## src/rtl/hazard_ctrl_pkg.sv

```systemverilog
// Purpose: shared types and constants for the pipeline hazard/sequencing controller.
// Latency: n/a (types and constants only).
// Backpressure: n/a.
//
// Holds the controller state encoding and the register-index width shared by
// the interface, the load-use comparator and the top.
package hazard_ctrl_pkg;

    localparam int REG_IDX_W = 5;

    typedef logic [REG_IDX_W-1:0] reg_idx_t;

    // RUN: normal flow; MD_WAIT: mul/div in flight; MD_ISSUE: result ready.
    typedef enum logic [1:0] {
        RUN      = 2'b00,
        MD_WAIT  = 2'b01,
        MD_ISSUE = 2'b10
    } hz_state_t;

endpackage : hazard_ctrl_pkg

```

## src/rtl/hazard_ctrl_if.sv

```systemverilog
// Purpose: bundle of pipeline-side signals between the core and hazard_ctrl.
// Latency: n/a (wiring only).
// Backpressure: n/a; the stall controls themselves are the pipeline's backpressure.
//
// Ports (slave = hazard_ctrl view):
//   in : rs1_idr, rs2_idr, uses_rs1_idr, uses_rs2_idr, md_idr,
//        rd_exr, MemRead_exr, RegWrite_exr, branch_taken_exr, perf_clr
//   out: pc_en, ifid_en, ifid_flush, idex_bubble, md_start, md_abort,
//        md_busy, stall_cycles[CNT_W]
// The master modport is the pipeline/core side.
interface hazard_ctrl_if #(
    parameter int CNT_W = 16
);
    import hazard_ctrl_pkg::*;

    // ID-stage instruction
    reg_idx_t          rs1_idr;
    reg_idx_t          rs2_idr;
    logic              uses_rs1_idr;
    logic              uses_rs2_idr;
    logic              md_idr;
    // EX-stage instruction
    reg_idx_t          rd_exr;
    logic              MemRead_exr;
    logic              RegWrite_exr;
    logic              branch_taken_exr;
    // performance counter control
    logic              perf_clr;
    // pipeline register controls
    logic              pc_en;
    logic              ifid_en;
    logic              ifid_flush;
    logic              idex_bubble;
    // mul/div unit controls
    logic              md_start;
    logic              md_abort;
    logic              md_busy;
    logic [CNT_W-1:0]  stall_cycles;

    modport slave (
        input  rs1_idr, rs2_idr, uses_rs1_idr, uses_rs2_idr, md_idr,
        input  rd_exr, MemRead_exr, RegWrite_exr, branch_taken_exr, perf_clr,
        output pc_en, ifid_en, ifid_flush, idex_bubble,
        output md_start, md_abort, md_busy, stall_cycles
    );

    modport master (
        output rs1_idr, rs2_idr, uses_rs1_idr, uses_rs2_idr, md_idr,
        output rd_exr, MemRead_exr, RegWrite_exr, branch_taken_exr, perf_clr,
        input  pc_en, ifid_en, ifid_flush, idex_bubble,
        input  md_start, md_abort, md_busy, stall_cycles
    );

endinterface : hazard_ctrl_if

```

## src/rtl/hazard_ctrl_lu_detect.sv

```systemverilog
// Purpose: combinational load-use hazard comparator (ID sources vs EX load dest).
// Latency: 0 cycles, purely combinational.
// Backpressure: none; the result feeds the stall decode.
//
// Ports:
//   rs1_idr_i, rs2_idr_i, uses_rs1_idr_i, uses_rs2_idr_i : ID source operands
//   rd_exr_i, mem_read_exr_i, reg_write_exr_i             : EX destination
//   lu_o                                                  : load-use hazard
module hazard_ctrl_lu_detect
    import hazard_ctrl_pkg::*;
(
    input  reg_idx_t rs1_idr_i,
    input  reg_idx_t rs2_idr_i,
    input  logic     uses_rs1_idr_i,
    input  logic     uses_rs2_idr_i,
    input  reg_idx_t rd_exr_i,
    input  logic     mem_read_exr_i,
    input  logic     reg_write_exr_i,
    output logic     lu_o
);

    logic ex_load_live;
    logic src_match;

    // x0 is hard-wired zero, so a load targeting it never creates a dependency.
    assign ex_load_live = mem_read_exr_i & reg_write_exr_i & (rd_exr_i != '0);

    // Only operands the ID instruction actually reads count; an unused field
    // can hold arbitrary encoding bits that happen to match.
    assign src_match = (uses_rs1_idr_i & (rs1_idr_i == rd_exr_i)) |
                       (uses_rs2_idr_i & (rs2_idr_i == rd_exr_i));

    assign lu_o = ex_load_live & src_match;

endmodule : hazard_ctrl_lu_detect

```

## src/rtl/hazard_ctrl.sv

```systemverilog
// Purpose: 5-stage pipeline hazard controller: load-use stall, mul/div stall, branch flush, stall perf counter.
// Latency: stall/flush controls are combinational from same-cycle inputs; mul/div stall lasts MD_LAT cycles then one issue cycle.
// Backpressure: drives pc_en/ifid_en low to hold PC and IF/ID; inserts bubbles into ID/EX while holding.
//
// Ports:
//   clk, rst   : core clock (rising edge), asynchronous active-high reset
//   hz (slave) : ID/EX operand info in, pipeline and mul/div controls out,
//                saturating stall_cycles counter out
// Parameters: MD_LAT mul/div latency (legal 2..15), CNT_W counter width
// (must match the CNT_W of the connected interface).
module hazard_ctrl
    import hazard_ctrl_pkg::*;
#(
    parameter int MD_LAT = 4,
    parameter int CNT_W  = 16
) (
    input  logic          clk,
    input  logic          rst,
    hazard_ctrl_if.slave  hz
);

    localparam logic [3:0]       MD_CNT_INIT = 4'(MD_LAT - 1);
    localparam logic [CNT_W-1:0] STALL_MAX   = '1;

    hz_state_t        state_q, state_d;
    logic [3:0]       cnt_q, cnt_d;
    logic             md_busy_q;
    logic [CNT_W-1:0] stall_cycles_q, stall_cycles_d;

    logic lu;
    logic pc_en, ifid_en, ifid_flush, idex_bubble, md_start, md_abort;

    hazard_ctrl_lu_detect u_lu_detect (
        .rs1_idr_i       (hz.rs1_idr),
        .rs2_idr_i       (hz.rs2_idr),
        .uses_rs1_idr_i  (hz.uses_rs1_idr),
        .uses_rs2_idr_i  (hz.uses_rs2_idr),
        .rd_exr_i        (hz.rd_exr),
        .mem_read_exr_i  (hz.MemRead_exr),
        .reg_write_exr_i (hz.RegWrite_exr),
        .lu_o            (lu)
    );

    // ------------------------------------------------------------------
    // Next-state and output decode. Priority: branch > load-use > mul/div.
    // ------------------------------------------------------------------
    always_comb begin
        state_d     = state_q;
        cnt_d       = cnt_q;
        pc_en       = 1'b1;
        ifid_en     = 1'b1;
        ifid_flush  = 1'b0;
        idex_bubble = 1'b0;
        md_start    = 1'b0;
        md_abort    = 1'b0;

        if (hz.branch_taken_exr) begin
            // Wrong-path flush: PC takes the target, IF/ID and ID/EX get NOPs.
            // A pending mul/div belongs to the wrong path, so cancel it.
            ifid_flush  = 1'b1;
            idex_bubble = 1'b1;
            state_d     = RUN;
            if (state_q == MD_WAIT) begin
                md_abort = 1'b1;
            end
        end else begin
            unique case (state_q)
                RUN: begin
                    if (lu) begin
                        // One bubble; afterwards the load value forwards from MEM.
                        pc_en       = 1'b0;
                        ifid_en     = 1'b0;
                        idex_bubble = 1'b1;
                    end else if (hz.md_idr) begin
                        pc_en       = 1'b0;
                        ifid_en     = 1'b0;
                        idex_bubble = 1'b1;
                        md_start    = 1'b1;
                        cnt_d       = MD_CNT_INIT;
                        state_d     = MD_WAIT;
                    end
                end
                MD_WAIT: begin
                    pc_en       = 1'b0;
                    ifid_en     = 1'b0;
                    idex_bubble = 1'b1;
                    if (cnt_q == 4'd1) begin
                        state_d = MD_ISSUE;
                    end else begin
                        cnt_d = cnt_q - 4'd1;
                    end
                end
                MD_ISSUE: begin
                    // The mul/div still sits in ID with md_idr=1; ignoring it
                    // here lets it advance instead of restarting the unit.
                    state_d = RUN;
                end
                default: begin
                    state_d = RUN;
                end
            endcase
        end

        // Outputs sit at their idle values for the whole reset, independent
        // of whatever the pipeline presents on its inputs meanwhile.
        if (rst) begin
            pc_en       = 1'b1;
            ifid_en     = 1'b1;
            ifid_flush  = 1'b0;
            idex_bubble = 1'b0;
            md_start    = 1'b0;
            md_abort    = 1'b0;
        end
    end

    // Saturating stall counter; clear beats increment.
    always_comb begin
        stall_cycles_d = stall_cycles_q;
        if (hz.perf_clr) begin
            stall_cycles_d = '0;
        end else if (!pc_en && (stall_cycles_q != STALL_MAX)) begin
            stall_cycles_d = stall_cycles_q + 1'b1;
        end
    end

    always_ff @(posedge clk or posedge rst) begin
        if (rst) begin
            state_q        <= RUN;
            cnt_q          <= 4'd0;
            md_busy_q      <= 1'b0;
            stall_cycles_q <= '0;
        end else begin
            state_q        <= state_d;
            cnt_q          <= cnt_d;
            // Registered copy of "in MD_WAIT" so md_busy is glitch-free.
            md_busy_q      <= (state_d == MD_WAIT);
            stall_cycles_q <= stall_cycles_d;
        end
    end

    assign hz.pc_en        = pc_en;
    assign hz.ifid_en      = ifid_en;
    assign hz.ifid_flush   = ifid_flush;
    assign hz.idex_bubble  = idex_bubble;
    assign hz.md_start     = md_start;
    assign hz.md_abort     = md_abort;
    assign hz.md_busy      = md_busy_q;
    assign hz.stall_cycles = stall_cycles_q;

endmodule : hazard_ctrl

```

## src/flat_wrapper.sv

```systemverilog
// flat-port wrapper written by rule: the top's interface ports become plain ports
module hazard_ctrl_flat import hazard_ctrl_pkg::*;
#(
    parameter int MD_LAT = 4,
    parameter int CNT_W  = 16
)
  (clk, rst, hz_rs1_idr, hz_rs2_idr, hz_uses_rs1_idr, hz_uses_rs2_idr, hz_md_idr, hz_rd_exr, hz_MemRead_exr, hz_RegWrite_exr, hz_branch_taken_exr, hz_perf_clr, hz_pc_en, hz_ifid_en, hz_ifid_flush, hz_idex_bubble, hz_md_start, hz_md_abort, hz_md_busy, hz_stall_cycles);
  hazard_ctrl_if #(.CNT_W(CNT_W)) hz_i ();
  input  logic clk;
  input  logic rst;
  input wire logic [$bits(hz_i.rs1_idr)-1:0] hz_rs1_idr;
  input wire logic [$bits(hz_i.rs2_idr)-1:0] hz_rs2_idr;
  input wire logic [$bits(hz_i.uses_rs1_idr)-1:0] hz_uses_rs1_idr;
  input wire logic [$bits(hz_i.uses_rs2_idr)-1:0] hz_uses_rs2_idr;
  input wire logic [$bits(hz_i.md_idr)-1:0] hz_md_idr;
  input wire logic [$bits(hz_i.rd_exr)-1:0] hz_rd_exr;
  input wire logic [$bits(hz_i.MemRead_exr)-1:0] hz_MemRead_exr;
  input wire logic [$bits(hz_i.RegWrite_exr)-1:0] hz_RegWrite_exr;
  input wire logic [$bits(hz_i.branch_taken_exr)-1:0] hz_branch_taken_exr;
  input wire logic [$bits(hz_i.perf_clr)-1:0] hz_perf_clr;
  output wire logic [$bits(hz_i.pc_en)-1:0] hz_pc_en;
  output wire logic [$bits(hz_i.ifid_en)-1:0] hz_ifid_en;
  output wire logic [$bits(hz_i.ifid_flush)-1:0] hz_ifid_flush;
  output wire logic [$bits(hz_i.idex_bubble)-1:0] hz_idex_bubble;
  output wire logic [$bits(hz_i.md_start)-1:0] hz_md_start;
  output wire logic [$bits(hz_i.md_abort)-1:0] hz_md_abort;
  output wire logic [$bits(hz_i.md_busy)-1:0] hz_md_busy;
  output wire logic [$bits(hz_i.stall_cycles)-1:0] hz_stall_cycles;
  assign hz_i.rs1_idr = hz_rs1_idr;
  assign hz_i.rs2_idr = hz_rs2_idr;
  assign hz_i.uses_rs1_idr = hz_uses_rs1_idr;
  assign hz_i.uses_rs2_idr = hz_uses_rs2_idr;
  assign hz_i.md_idr = hz_md_idr;
  assign hz_i.rd_exr = hz_rd_exr;
  assign hz_i.MemRead_exr = hz_MemRead_exr;
  assign hz_i.RegWrite_exr = hz_RegWrite_exr;
  assign hz_i.branch_taken_exr = hz_branch_taken_exr;
  assign hz_i.perf_clr = hz_perf_clr;
  assign hz_pc_en = hz_i.pc_en;
  assign hz_ifid_en = hz_i.ifid_en;
  assign hz_ifid_flush = hz_i.ifid_flush;
  assign hz_idex_bubble = hz_i.idex_bubble;
  assign hz_md_start = hz_i.md_start;
  assign hz_md_abort = hz_i.md_abort;
  assign hz_md_busy = hz_i.md_busy;
  assign hz_stall_cycles = hz_i.stall_cycles;
  hazard_ctrl #(.MD_LAT(MD_LAT), .CNT_W(CNT_W)) u_core (.clk(clk), .rst(rst), .hz(hz_i));
endmodule
```

## config.mk

```make
export PLATFORM = sky130hd
export DESIGN_NAME = hazard_ctrl_flat
export DESIGN_NICKNAME = d
export VERILOG_FILES = /design/src/rtl/hazard_ctrl_pkg.sv /design/src/rtl/hazard_ctrl_if.sv /design/src/rtl/hazard_ctrl_lu_detect.sv /design/src/rtl/hazard_ctrl.sv /design/src/flat_wrapper.sv
export SDC_FILE = /design/constraint.sdc
export NUM_CORES = 1
export LEC_CHECK = 0
export CAP_MARGIN = 0
export CORE_MARGIN = 3
export CORE_UTILIZATION = 49
export CTS_CLUSTER_DIAMETER = 80
export DETAILED_ROUTE_END_ITERATION = 6
export HOLD_SLACK_MARGIN = 0.15
export PLACE_DENSITY = 0.85
export SYNTH_ARGS = -nofsm -noshare
export SYNTH_HDL_FRONTEND = slang
export SYNTH_SLANG_ARGS = --single-unit
```

## constraint.sdc

```tcl
create_clock -name clk -period 5.05 [get_ports clk]
set_input_delay 1.01 -clock clk [delete_from_list [all_inputs] [get_ports clk]]
set_output_delay 1.01 -clock clk [all_outputs]
set_load 0.05 [all_outputs]
```

==> metrics <==
final count of negative-setup-slack endpoints=0; HP Class=flip-flop to flip-flop; via/cell ratio=6.100; total power of the final layout=417.6 uW; highest-utilization routing layer at the global route stage=met2; Die W=60.45 um; aggregate global-route resource usage=22.80%; switch share=33.61%; post-synth top area share=39.62%; final instance count without filler cells=240; RSZ-0062 raised after global routing=no; IR drop worst, VDD=153.5 uV; number of cells in the design after placement=236; quantity of gates resized following cts=0; DRT Pass-1 Iters=4; Synth area leader=sky130_fd_sc_hd__dfrtp_1; remaining antenna violation count=0; Placer Congestion=0.8153; fraction of the mapped netlist area in adder cells=2.584%; syn_area_per_cell=8.858 um^2; 1st-iter DRT viols=80; dpl hpwl=2930 um; H-Tree Depth=1; Seq cells post-synth=23; clock sink total=23; run status=finished clean; count of flip-flops with a built-in enable after synthesis=0; clock transition at the register clock pins on the worst setup and hold paths after CTS=0.13 ns; n_diodes=0; core footprint=0.002781 mm^2; Arrival @ worst endpoint=3.54 ns; buffers added on ports=46; critical path data required time=4.04 ns; share of the yosys chip area belonging to registers=39.62%; wire per inst=15.87 um; Die Span Y=60.45 um; post-route setup TNS=0 ns; hold buffer count at CTS=0; final critical-path required period=4.549 ns; Reg power frac=50.2%; Cells after Synth=164; vias in the first global route=1388; crit share post-route=90.08%; post-synthesis net count=191; wire length of the first global-routing pass=6327 um; count of endpoints failing hold in the final timing report=0; starting utilization of the core area=52.23%; largest cells by area after synthesis=sky130_fd_sc_hd__dfrtp_1 40%, sky130_fd_sc_hd__or4_1 6.7%, sky130_fd_sc_hd__a21oi_1 5.9%; wirelength, routed=3809 um; largest driver fanout on the critical path=4; synthesized-area fraction occupied by and/or/nand/nor cells=26.61%; multiplexer share of the synthesized area=4.479%; transition time at the pin with the least slew margin=0.9064 ns; signed area change from the synthesized netlist to the final layout=34.45%; number of buffers added by the clock tree synthesis step=3; main combinational cell family by area after synthesis=simple AND/OR/NAND/NOR gates; clk buf depth=2; antenna violations before repair=0; clock latency at the later pin of the worst-skew pair=0.31 ns; CTS tree=built; summed instance area of the synthesized netlist=0.001453 mm^2; Core Rows=19; clock share of power=21.1%; synthesized-area fraction occupied by xor and xnor cells=6.029%; buffers inserted during post-CTS setup optimization=0; Filler Cell Count=215; largest clock skew in the final design=0.001288 ns; most used flip-flop cell after synthesis=sky130_fd_sc_hd__dfrtp_1; Setup crit start kind=input pin; fraction of registers with async set or reset after synthesis=100.0%; library cells used by synthesis=35; leakage power total=0.0007466 uW; Cell Pwr Density=213.8 mW/mm^2; switching pwr=140.3 uW; count of max-cap constraint violations=0; upper clock frequency limit=219.8 MHz; share of power burned in combinational logic=28.7%; number of I/O pins=47; overall die area=0.003654 mm^2; clock root cell=sky130_fd_sc_hd__clkbuf_4; Via Count=1464; synthesized-area fraction occupied by ao, oa, aoi and oai cells=16.88%; number of warnings issued by yosys=0; met1 Usage GRT=28.72%; CP endpoint kind=output pin; total congestion overflow=0; cell internal power dissipation=277.2 uW; GR Layer Usage met2=40.12%; number of remaining DRC errors=0; met3 track demand over resource in global routing=3.830%; worst slew margin relative to its limit=39.57%; share of cells above drive strength 1=5.742%; Crit Path Category=input pin to output pin; number of nets in the layout=237; maximum number of pins on one net before global-route repair=28; final slew viol count=0
layout make-up:
type	instances	area (um^2)	share of cell area, %
multi-input combinational	130	822.0	42.09
sequential	23	575.6	29.47
tap	31	38.79	1.986
clock buffer	4	26.28	1.345
timing repair buffer	48	475.5	24.34
inverter	4	15.01	0.7687
metal layers:
layer,vias to the layer above,routed length (um)
met5,-,0
met2,67,1941
met3,7,282
met4,0,61
met1,690,1524
li1,700,-
critical path, stage by stage:
cell                              delay, ns
sky130_fd_sc_hd__clkdlybuf4s50_1       0.46
sky130_fd_sc_hd__or4_1                 0.54
sky130_fd_sc_hd__o211ai_1              0.30
sky130_fd_sc_hd__o21ai_0               0.22
sky130_fd_sc_hd__nand3_1               0.17
sky130_fd_sc_hd__clkdlybuf4s50_1       0.83
power groups by stage:
| stage | Combinational [uW] | Clock, uW | Sequential (uW) |
|---|---|---|---|
| after detailed placement | 120 | 0 | 213 |
| after global routing | 131 | 94.3 | 212 |
| final | 120 | 88.1 | 209 |
| after global placement | 113 | 0 | 211 |
| after floorplan | 69.3 | 0 | 215 |
| after CTS | 121 | 88.1 | 209 |
registers in the layout, indices dropped and copies added, names as in the netlist:
signal                  cells
u_core.cnt_q                4
u_core.state_q              2
u_core.hz.stall_cycles     16
u_core.hz.md_busy           1
logic make-up (layout without fill, tap and decap cells):
kind of cell | Yosys count | in the layout
muxes | 6 | 6
AOI/OAI and AO/OA | 39 | 39
adders and majority gates | 3 | 3
buffers and inverters | 11 | 56
xor gates and xnor gates | 10 | 10
DFF | 23 | 23
and+or+nand+nor | 72 | 72
layout by cell type (no fill, tap or decap), types with 3 or more instances in the layout:
cell type                         instances
sky130_fd_sc_hd__a21oi_1                 17
sky130_fd_sc_hd__clkbuf_4                 3
sky130_fd_sc_hd__clkdlybuf4s50_1         46
sky130_fd_sc_hd__dfrtp_1                 23
sky130_fd_sc_hd__ha_1                     3
sky130_fd_sc_hd__inv_1                    4
sky130_fd_sc_hd__mux2_2                   4
sky130_fd_sc_hd__nand2_1                 15
sky130_fd_sc_hd__nand3_1                  9
sky130_fd_sc_hd__nand4_1                  4
sky130_fd_sc_hd__nor2_1                  12
sky130_fd_sc_hd__nor2b_1                  6
sky130_fd_sc_hd__nor4_1                   3
sky130_fd_sc_hd__o21ai_0                  3
sky130_fd_sc_hd__o31ai_1                 11
sky130_fd_sc_hd__or4_1                   13
sky130_fd_sc_hd__xor2_1                   8
synthesized netlist by cell type, types with 3 or more instances:
library cell,n
sky130_fd_sc_hd__nand3_1,9
sky130_fd_sc_hd__nand2_1,15
sky130_fd_sc_hd__nor4_1,3
sky130_fd_sc_hd__or4_1,13
sky130_fd_sc_hd__xor2_1,8
sky130_fd_sc_hd__ha_1,3
sky130_fd_sc_hd__o31ai_1,11
sky130_fd_sc_hd__o21ai_0,3
sky130_fd_sc_hd__nor2b_1,6
sky130_fd_sc_hd__mux2_2,4
sky130_fd_sc_hd__inv_1,4
sky130_fd_sc_hd__nand4_1,4
sky130_fd_sc_hd__nor2_1,12
sky130_fd_sc_hd__dfrtp_1,23
sky130_fd_sc_hd__a21oi_1,17
path summary, 6_finish.rpt:
path / startpoint / to / slack [ns] / cells after the start
worst min-delay path: u_core.cnt_q[1] / u_core.cnt_q[1] / 0.55 / 1
worst max-delay path: hz_rd_exr[1] / hz_ifid_en / 0.50 / 6
min in group asynchronous: rst / u_core.state_q[1] / 1.23 / 3
worst min register to register: u_core.cnt_q[1] / u_core.cnt_q[1] / 0.55 / 1
worst max register to register: u_core.hz.stall_cycles[0] / u_core.hz.stall_cycles[2] / 2.32 / 7
max in group asynchronous: rst / u_core.hz.stall_cycles[13] / 3.58 / 3
metrics by stage:
stage	setup slack (ns)	hold WS [ns]	utilization (%)	cell area [um^2]
floorplan	1.265	0.4980	-	1453
global placement	0.5385	0.5222	69.28	1927
detailed placement	0.4773	0.5227	69.28	1927
CTS	0.4721	0.5540	70.22	1953
global route	0.3503	0.5869	70.22	1953
finish	0.5012	0.5497	70.22	1953
(Power assumes the default switching activity.)
